$ cat src/rtl/max_pooling_stream.sv
// max_pooling_stream: streaming 2-D pooling over non-overlapping POOL x POOL windows.
//
// Pixels arrive one per handshake in raster order (row-major, IMG_W x IMG_H). A horizontal
// partial is combined across each window row, and the per-window-column line buffer carries
// partials down the window rows. The window result goes into a 1-entry output register with
// ready/valid backpressure. Trailing columns and rows that do not fill a whole window are
// accepted and discarded.
//
// Optional feature: define POOL_AVG_MODE_EN to add input i_avg_mode. It selects average pooling
// per window (floor of the signed sum >>> 2*log2(POOL)). Without the macro the block does max
// pooling only.
//
// Ports:
//   clk             clock, rising edge
//   reset           asynchronous active-low reset
//   pixel_in        signed input pixel, DATA_W bits
//   i_data_valid    pixel_in valid
//   i_sof           pixel_in is pixel (0,0) of a new frame
//   o_in_ready      block can accept pixel_in this cycle
//   o_pooled_pixel  pooled result, DATA_W bits
//   o_data_valid    o_pooled_pixel valid
//   i_out_ready     downstream accepts o_pooled_pixel
//   i_avg_mode      (POOL_AVG_MODE_EN only) 1 = average, 0 = max; sampled on window's first pixel
//   o_frame_done    one-cycle pulse alongside the result of the frame's last window
module max_pooling_stream #(
  parameter int unsigned DATA_W = 16,
  parameter int unsigned IMG_W  = 28,
  parameter int unsigned IMG_H  = 28,
  parameter int unsigned POOL   = 2
) (
  input  logic              clk,
  input  logic              reset,
  input  logic [DATA_W-1:0] pixel_in,
  input  logic              i_data_valid,
  input  logic              i_sof,
  output logic              o_in_ready,
  output logic [DATA_W-1:0] o_pooled_pixel,
  output logic              o_data_valid,
  input  logic              i_out_ready,
`ifdef POOL_AVG_MODE_EN
  input  logic              i_avg_mode,
`endif
  output logic              o_frame_done
);

  localparam int unsigned Log2Pool = $clog2(POOL);
  localparam int unsigned WinCols  = IMG_W / POOL;
  localparam int unsigned WinRows  = IMG_H / POOL;
  localparam int unsigned CropW    = WinCols * POOL;
  localparam int unsigned CropH    = WinRows * POOL;
  localparam int unsigned ColW     = (IMG_W > 1) ? $clog2(IMG_W) : 1;
  localparam int unsigned RowW     = (IMG_H > 1) ? $clog2(IMG_H) : 1;
  localparam int unsigned WcolW    = (WinCols > 1) ? $clog2(WinCols) : 1;
  localparam int unsigned AvgShift = 2 * Log2Pool;
`ifdef POOL_AVG_MODE_EN
  // Room for the full window sum so the average never overflows.
  localparam int unsigned AccW = DATA_W + AvgShift;
`else
  localparam int unsigned AccW = DATA_W;
`endif

  logic [ColW-1:0] col_q, col_d, cur_col;
  logic [RowW-1:0] row_q, row_d, cur_row;
  logic [Log2Pool-1:0] px, py;
  logic [WcolW-1:0] wcol;
  logic accept, in_crop, last_px, last_wcol, last_wrow, cur_avg, load;
  logic lb_we;

  logic signed [AccW-1:0] pix_ext, h_val, lb_rd, v_val, lb_wdata, res_full;
  logic signed [AccW-1:0] partial_q, partial_d;
  logic signed [AccW-1:0] linebuf_q [WinCols];

  logic              out_valid_q, out_valid_d;
  logic [DATA_W-1:0] out_data_q, out_data_d;
  logic              frame_done_q, frame_done_d;

  function automatic logic signed [AccW-1:0] combine(input logic signed [AccW-1:0] a,
                                                     input logic signed [AccW-1:0] b,
                                                     input logic avg);
    if (avg) begin
      return a + b;
    end
    return (a > b) ? a : b;
  endfunction

  assign o_in_ready     = !out_valid_q | i_out_ready;
  assign accept         = i_data_valid & o_in_ready;
  assign o_data_valid   = out_valid_q;
  assign o_pooled_pixel = out_data_q;
  assign o_frame_done   = frame_done_q;

  // A start-of-frame pixel is treated as (0,0) regardless of where the counters stand.
  assign cur_col   = i_sof ? '0 : col_q;
  assign cur_row   = i_sof ? '0 : row_q;
  assign px        = cur_col[Log2Pool-1:0];
  assign py        = cur_row[Log2Pool-1:0];
  assign wcol      = WcolW'(cur_col >> Log2Pool);
  assign last_px   = (px == Log2Pool'(POOL - 1));
  assign last_wcol = (wcol == WcolW'(WinCols - 1));
  assign last_wrow = ((cur_row >> Log2Pool) == RowW'(WinRows - 1));
  // One extra bit so a crop equal to a power-of-two image size still compares correctly.
  assign in_crop   = ({1'b0, cur_col} < (ColW + 1)'(CropW)) &&
                     ({1'b0, cur_row} < (RowW + 1)'(CropH));

`ifdef POOL_AVG_MODE_EN
  // Mode is latched per window column on the window's first pixel and held for that window.
  logic avg_mode_q [WinCols];

  assign cur_avg = ((px == '0) && (py == '0)) ? i_avg_mode : avg_mode_q[wcol];

  always_ff @(posedge clk) begin
    if (accept && in_crop && (px == '0) && (py == '0)) begin
      avg_mode_q[wcol] <= i_avg_mode;
    end
  end
`else
  assign cur_avg = 1'b0;
`endif

  always_comb begin
    pix_ext  = AccW'($signed(pixel_in));
    h_val    = (px == '0) ? pix_ext : combine(partial_q, pix_ext, cur_avg);
    lb_rd    = linebuf_q[wcol];
    v_val    = combine(lb_rd, h_val, cur_avg);
    res_full = cur_avg ? (v_val >>> AvgShift) : v_val;

    partial_d = partial_q;
    lb_we     = 1'b0;
    lb_wdata  = h_val;
    load      = 1'b0;
    if (accept && in_crop) begin
      partial_d = h_val;
      if (last_px) begin
        if (py == '0) begin
          // First window row starts the column fresh; stale linebuf contents are ignored.
          lb_we    = 1'b1;
          lb_wdata = h_val;
        end else if (py != Log2Pool'(POOL - 1)) begin
          lb_we    = 1'b1;
          lb_wdata = v_val;
        end else begin
          load = 1'b1;
        end
      end
    end
  end

  always_comb begin
    out_valid_d = out_valid_q;
    out_data_d  = out_data_q;
    if (i_out_ready) begin
      out_valid_d = 1'b0;
    end
    // A new result overrides the consume, so back-to-back results never drop.
    if (load) begin
      out_valid_d = 1'b1;
      out_data_d  = res_full[DATA_W-1:0];
    end
    frame_done_d = load && last_wcol && last_wrow;
  end

  always_comb begin
    col_d = col_q;
    row_d = row_q;
    if (accept) begin
      if (cur_col == ColW'(IMG_W - 1)) begin
        col_d = '0;
        row_d = (cur_row == RowW'(IMG_H - 1)) ? '0 : cur_row + RowW'(1);
      end else begin
        col_d = cur_col + ColW'(1);
        row_d = cur_row;
      end
    end
  end

  always_ff @(posedge clk or negedge reset) begin
    if (!reset) begin
      col_q        <= '0;
      row_q        <= '0;
      partial_q    <= '0;
      out_valid_q  <= 1'b0;
      out_data_q   <= '0;
      frame_done_q <= 1'b0;
    end else begin
      col_q        <= col_d;
      row_q        <= row_d;
      partial_q    <= partial_d;
      out_valid_q  <= out_valid_d;
      out_data_q   <= out_data_d;
      frame_done_q <= frame_done_d;
    end
  end

  // Line buffer is never reset: every column is written at py==0 before it is read.
  always_ff @(posedge clk) begin
    if (lb_we) begin
      linebuf_q[wcol] <= lb_wdata;
    end
  end

endmodule

$ cat config.mk
export PLATFORM = sky130hd
export DESIGN_NAME = max_pooling_stream
export DESIGN_NICKNAME = d
export VERILOG_FILES = /design/src/rtl/max_pooling_stream.sv
export SDC_FILE = /design/constraint.sdc
export NUM_CORES = 1
export LEC_CHECK = 0
export CELL_PAD_IN_SITES_DETAIL_PLACEMENT = 1
export CELL_PAD_IN_SITES_GLOBAL_PLACEMENT = 1
export CORE_MARGIN = 5
export CORE_UTILIZATION = 45
export DETAILED_ROUTE_END_ITERATION = 12
export PLACE_DENSITY = 0.74
export SYNTH_ARGS = -nofsm -noshare
export SYNTH_HDL_FRONTEND = slang
export SYNTH_SLANG_ARGS = --single-unit
$ cat constraint.sdc
create_clock -name clk -period 5.8 [get_ports clk]
set_input_delay 1.16 -clock clk [delete_from_list [all_inputs] [get_ports clk]]
set_output_delay 1.16 -clock clk [all_outputs]
set_load 0.005 [all_outputs]
==> metrics.md, run 1 <==
| Metric | Value |
|---|---|
| Antenna Cells | `0` |
| PostCTS Resize Cnt | `0` |
| DR DRC count | `0` |
| CP startpoint kind | `primary input` |
| Die span in y | `around 170 um` |
| CP arrival | `around 5.8 ns` |
| Post-synth net total | `~940` |
| Vias per inst | `5.832` |
| Slew HR | `0.2807` |
| Skew final | `0.02027 ns` |
| Worst Path Class, Setup | `in -> reg` |
| Share of cells above drive strength 1 | `0.1181` |
| Largest family of logic cells by synthesized area | `compound AO/OA/AOI/OAI gates` |
| Core area | `0.02606 sq mm` |
| Clock sinks | `between 200 and 300` |
| Final hold slack | `between 0.5 and 0.6 ns` |
| Syn avg cell area | `13.48 sq um` |
| CTS root buf | `clkbuf_16` |
| Fin worst setup slack | `about 0.34 ns` |
| Slew Limit Fails | `0` |
| Largest cells by area after synthesis | `edfxtp_1 (57%), dfrtp_1 (9.3%), mux2i_1 (5.4%)` |
| Top FF cell, synth | `edfxtp_1` |
| CP max-delay cell | `nor2b_2` |
| Vias in the first global route | `8065` |
| Gate Count Post-Synth | `882` |
| Yosys cell types | `54` |
| Initial antenna violation count | `0` |
| Nets | `996` |
| Worst-Margin Slew | `1.079 ns` |
| CP Cell Sequence | `clkdlybuf4s50_1 > inv_1 > ha_1 > nand4_1 > nor4_2 > o21ai_1 > a31o_1 > and3_1 > buf_12 > buf_4 > mux2i_2 > ha_1 > nand2_1 > nor4_1 > a21boi_1 > a211oi_1 > o22ai_2 > nor2b_2 > a31oi_1` |
| CP bufs+invs | `4` |
| Delay-heaviest family, CP | `simple AND/OR/NAND/NOR gates` |
| RSZ-0062 raised after global routing | `no` |
| Overall Global Routing Usage | `0.1921` |
| Cell Pwr Density | `365.8 mW/mm^2` |
| Total CTS buffers | `27` |
| Post-CTS setup buffers | `0` |
| Post-synthesis xor/xnor area fraction | `0` |
| Number of port buffers | `39` |
| Wire per inst | `approximately 23 um` |
| # rows | `roughly 60` |
| First-pass GRT wire length | `about 47000 um` |
| Antenna-violating nets left | `0` |
| Placement Cell Area | `between 0.01 and 0.015 sq mm` |
| Worst skew pair latency | `around 0.54 ns` |
| Iter 0 DRT Violations | `590` |
| Fmax | `~0.18 GHz` |
| Total grt overflow | `0` |
| Chip Width | `approximately 170 um` |
| Maxcap violations | `0` |
| CTS tree | `done` |
| Max stage delay on crit path | `a little under 0.7 ns` |
| Bufs on Longest Clock Path | `3` |
| Synthesis warning total | `0` |
| Drt first pass iters | `5` |
| Post-Syn Area | `roughly 0.012 sq mm` |
| I/O pins | `40` |
| CP required | `between 6 and 7 ns` |
| Largest net degree at the start of global routing | `45` |
| Cell with the most instances after synthesis | `edfxtp_1` |
| Period minus WS final | `between 5 and 6 ns` |
| Detailed Place HPWL | `19790 um` |
| Critical Path End Type | `flip-flop` |
| Final period util | `0.9407` |
| Final Power | `~5.0 mW` |
| Peak supply drop | `0.2459 mV` |
| Die area | `0.02978 sq mm` |
| RD Place Congestion | `between 0.8 and 0.9` |
| Area leader, netlist | `edfxtp_1` |
| Mux cell area share after synthesis | `0.07460` |
| Yosys top cell area share | `0.5657` |
| Simple-Gate Fraction of Synth Area | `0.07397` |
| Initial core utilization | `0.4563` |
| Routed vias | `about 7500` |
| Adder-cell share of the synthesized area | `0.03577` |
| Final Cell Area | `about 0.014 sq mm` |
| Htree depth | `1` |
| Cts hold-fix bufs | `0` |
| Setup violators final | `0` |
| Synth top cells by count | `edfxtp_1 (224), nand2_1 (75), mux2i_1 (64)` |
| Leakage dissipation | `roughly 4.8 nW` |
| Number of synthesized flops with an enable pin | `224` |
| CP Max Fanout | `24` |
| Asr flop ratio synth | `0.1642` |
| Most frequent CP cell | `ha_1` |
| Status | `completed` |
| Complex-gate fraction of the synthesized area | `0.1212` |
| Area Overhead vs Synth | `14.87%` |
| Synth Register Bits | `268` |
| Pre-CTS WS | `-0.1886 ns` |
| Seq/Total Area, Yosys | `0.6582` |
| Hold Vio Cnt, Final | `0` |
| Fin Setup TNS | `0 ns` |
| Worst-path clk slew | `0.06 ns` |
| Layout filler cell count | `2577` |
| Post-Route WL | `29240 um` |
| Hold Path Class | `reg -> reg` |
==> cells in the final DEF (no fill, tap or decap), types with 4 or more instances in the layout <==
master           netlist  final
edfxtp_1             224    224
nand2_1               75     75
mux2i_1               64     64
a21oi_1               57     57
nor2_1                49     49
buf_4                  7     44
dfrtp_1               44     42
inv_1                 40     40
clkdlybuf4s50_1        0     38
ha_1                  34     34
a221oi_1              30     30
clkbuf_16              0     27
nand2b_1              22     22
a211oi_1              19     19
o31ai_1               18     18
a31oi_1               17     17
o21ai_1               16     16
o211ai_1              16     16
o21ai_0               14     14
o221ai_1              14     14
mux2i_2               13     13
nor3_1                10     10
nand4_1                8      8
nand3_1                7      7
clkinv_1               0      7
clkinv_2               0      5
mux2_2                 4      4
bufinv_16              0      4
==> per-stage QoR <==
stage / instances / utilization
after floorplan: 882 / -
after global placement: 1247 / 0.4910
after detailed placement: 1247 / 0.4910
after CTS: 1292 / 0.5242
after global routing: 1292 / 0.5242
final: 1292 / 0.5242
==> layer usage <==
layer	vias up	GRT usage	routed length [um]	share of wire
met3	35	0.02511	1084	0.037
met1	3865	0.2624	13150	0.45
met5	-	0	0	0
met4	0	0.04127	485	0.017
li1	3497	-	-	-
met2	138	0.3311	14510	0.50
==> cells by family after synthesis <==
group / Yosys count
flops: 268
compound gates: 214
simple gates: 189
buf+inv: 95
mux: 82
fa+ha+maj: 34
==> path summary, 6_finish.rpt <==
check | start | end | slack [ns] | depth (start not counted)
worst max-delay path | pixel_in[15] | o_pooled_pixel[11] | 0.34 | 19
worst min-delay path | row_q[1] | row_q[1] | 0.53 | 1
worst max register to register | col_q[1] | o_pooled_pixel[11] | 0.79 | 14
worst min register to register | row_q[1] | row_q[1] | 0.53 | 1
max in group asynchronous | reset | col_q[1] | 4.24 | 1
min in group asynchronous | reset | row_q[2] | 0.82 | 1
==> sequential cells by signal (all words and copies together), names as in the netlist <==
name,count
col_q,5
linebuf_q,224
o_data_valid,1
o_frame_done,1
o_pooled_pixel,16
partial_q,16
row_q,5
==> area by class of cell <==
class / count / area (sq um) / share of cell area
repair buffers: 85 / 755.7 / 0.05533
inverters: 40 / 150.1 / 0.01099
clock inverters: 18 / 187.7 / 0.01374
clock buffers: 27 / 675.6 / 0.04946
flip-flops and latches: 268 / 7830 / 0.5732
multi-input cells: 519 / 3641 / 0.2666
well taps: 335 / 419.2 / 0.03069
==> report_power, final <==
group	total, mW	switching, mW	internal, mW
clock	1.71	0.692	1.02
sequential	2.32	0.0916	2.23
combinational	0.964	0.534	0.430
Power figures use the tool's default switching activity.
==> run 2: changes to the inputs <==
Settings changed: SLEW_MARGIN from default to 0.
==> results of run 2 <==
The final DEF is identical to that of run 1; final timing and power are the same.
==> run 3: changes to the inputs <==
Settings changed: CORE_UTILIZATION 45 to 51, PLACE_DENSITY 0.74 to 0.82.
==> run 3 against run 2 <==
Register-to-register slack better by 0.32 ns. Sequential share of layout area hardly changed. Total power rose by 2.3%. Die area down 11%. Critical path type unchanged. Non-clock buffer count fell by 4. Cell count down 2.0%.
==> metrics.md, run 3 (synthesized netlist as in run 1, its figures left out) <==
| Metric | Value |
|---|---|
| CTS tree | `done` |
| CP arrival | `5.83 ns (about the same)` |
| Hold Path Class | `reg -> reg` |
| I/O pins | `40 (unchanged)` |
| Final period util | `0.9344 (-0.006239)` |
| Core area | `0.02278 sq mm (-13%)` |
| Clock share of power | `0.351 (+0.009)` |
| Worst Path Class, Setup | `in -> reg` |
| Worst-Margin Slew | `0.7974 ns (-0.2815 ns)` |
| Slew Limit Fails | `0 (unchanged)` |
| Initial core utilization | `0.5221 (+0.06572)` |
| Detailed-route wire length on metal 1 | `13040 um (-0.82%)` |
| CP required | `6.21 ns (+0.04 ns)` |
| Maxcap violations | `0 (unchanged)` |
| Largest net degree at the start of global routing | `58 (+29%)` |
| Detailed Place HPWL | `20530 um (+3.7%)` |
| Leakage dissipation | `4.805 nW (+0.19%)` |
| Total CTS buffers | `27 (unchanged)` |
| Placement Cell Area | `0.01275 sq mm (-0.35%)` |
| Wire length on met3 | `1958 um (+81%)` |
| CTS root buf | `clkbuf_16` |
| Die area | `0.02647 sq mm (-11%)` |
| Wire per inst | `24.80 um (+9.6%)` |
| Gate power share | `0.196 (+0.003)` |
| RD Place Congestion | `0.8289 (+1.8%)` |
| Critical Path End Type | `flip-flop` |
| CP Max Fanout | `31 (+29%)` |
| Clock sinks | `268 (unchanged)` |
| # rows | `55 (-6.8%)` |
| Post-CTS setup buffers | `0 (unchanged)` |
| Metal2 WL | `15590 um (+7.4%)` |
| Nets | `992 (-0.40%)` |
| Bufs on Longest Clock Path | `3 (unchanged)` |
| Psw | `1.371 mW (+4.1%)` |
| Number of port buffers | `39 (unchanged)` |
| Share of cells above drive strength 1 | `0.1133 (-0.004751)` |
| Drt first pass iters | `5 (unchanged)` |
| Antenna Cells | `0 (unchanged)` |
| PostCTS Resize Cnt | `0 (unchanged)` |
| Worst-path clk slew | `0.06 ns (about the same)` |
| Die span in y | `162.7 um (-5.7%)` |
| Period minus WS final | `5.420 ns (-0.03619 ns)` |
| Biggest register | `linebuf_q` |
| Routed vias | `7828 (+3.9%)` |
| Sequential share of power | `0.452 (-0.013)` |
| Most common cell after layout, fill and taps aside | `edfxtp_1` |
| Post-Route WL | `31400 um (+7.4%)` |
| Final Power | `5.114 mW (+2.3%)` |
| Worst skew pair latency | `0.55 ns (about the same)` |
| Setup violators final | `0 (unchanged)` |
| Fmax | `0.1845 GHz (+0.67%)` |
| Net Sw Frac | `0.2681 (+0.004428)` |
| Overall Global Routing Usage | `0.2409 (+0.04885)` |
| Antenna-violating nets left | `0 (unchanged)` |
| Fin worst setup slack | `0.3803 ns (+0.03619 ns)` |
| Cts hold-fix bufs | `0 (unchanged)` |
| Vias in the first global route | `8339 (+3.4%)` |
| Chip Width | `162.7 um (-5.7%)` |
| First-pass GRT wire length | `49120 um (+5.1%)` |
| Htree depth | `1 (unchanged)` |
| Peak supply drop | `0.2565 mV (+4.3%)` |
| Iter 0 DRT Violations | `752 (+27%)` |
| RSZ-0062 raised after global routing | `no` |
| Max reg flops | `224 (unchanged)` |
| Initial antenna violation count | `0 (unchanged)` |
| Final Cell Area | `0.01366 sq mm (about the same)` |
| DR top layer | `met4` |
| Total grt overflow | `0 (unchanged)` |
| Hold Vio Cnt, Final | `0 (unchanged)` |
| Vias per inst | `6.183 (+6.0%)` |
| Pre-CTS WS | `-0.2521 ns (-0.06356 ns)` |
| CP startpoint kind | `primary input` |
| Status | `completed` |
| Internal Power | `3.743 mW (+1.7%)` |
| Final core occ | `0.5997 (+0.07555)` |
| Cell Pwr Density | `374.3 mW/mm^2 (+2.3%)` |
| Commonest non-fill, non-tap cells in the layout | `edfxtp_1 (224), nand2_1 (75), mux2i_1 (64), a21oi_1 (57), nor2_1 (49)` |
| Skew final | `0.01658 ns (-0.003696 ns)` |
| Area Overhead vs Synth | `14.88% (about the same)` |
| DR DRC count | `0 (unchanged)` |
| Slew HR | `0.4643 (+0.1836)` |
## run 3: changes by cell type in the layout (fill, tap and decap cells not counted), sizes merged
cell,change
buf,-4
clkinvlp,-1
clkinv,-5
bufinv,+1
inv,+1
clkbuf,+4
## run 3: per-stage QoR
step | hold slack [ns] | setup TNS (ns) | cells
2_1_floorplan | 0.4803 | 0 | 882
3_3_place_gp | 0.5057 | 0 | 1221
3_5_place_dp | 0.5053 | -3.646 | 1221
4_1_cts | 0.5134 | 0 | 1266
5_1_grt | 0.5624 | 0 | 1266
6_report | 0.5089 | 0 | 1266
## run 3: worst max-delay path: stages
cell,delay (ns)
clkdlybuf4s50_1,0.52
inv_1,0.06
ha_1,0.32
nand4_1,0.21
nor4_2,0.40
o21ai_1,0.16
a31o_1,0.25
and3_1,0.18
buf_12,0.20
mux2i_2,0.19
ha_1,0.34
nand4_1,0.19
nor4_1,0.46
a21boi_1,0.29
a211oi_1,0.09
o22ai_2,0.14
nor2b_4,0.47
a31oi_1,0.17
## run 3: area by class of cell
cell class / count / area (sq um)
Fill cell: 2192 / 9117
Clock buffer: 31 / 700.7
Sequential cell: 268 / 7830
Timing Repair Buffer: 81 / 738.2
Inverter: 40 / 150.1
Multi-Input combinational cell: 519 / 3646
Tap cell: 313 / 391.6
Clock inverter: 14 / 203.9
## run 3: path summary, 6_finish.rpt
check                                   start                 end  slack, ns  depth (start not counted)
worst min register to register       row_q[1]            row_q[1]       0.51                          1
worst max-delay path             pixel_in[15]   o_pooled_pixel[7]       0.38                         18
worst min-delay path                 row_q[1]            row_q[1]       0.51                          1
min in group asynchronous               reset  o_pooled_pixel[13]       0.69                          2
max in group asynchronous               reset            col_q[1]       4.62                          2
worst max register to register  partial_q[15]   o_pooled_pixel[7]       1.11                         16
## run 3: power groups by stage
stage          sequential [mW]  clock (mW)  combinational [mW]
5_1_grt                   2.32        1.92                1.09
4_1_cts                   2.31        1.83                1.01
6_report                  2.31        1.80                1.00
3_5_place_dp              2.35           0               0.992
2_1_floorplan             2.32           0               0.606
3_3_place_gp              2.34           0               0.951
## run 3: per-layer routing
metal,up-vias,track usage
met2,271,0.4128
met4,0,0.06862
li1,3491,-
met3,55,0.03872
met5,-,0
met1,4011,0.3201
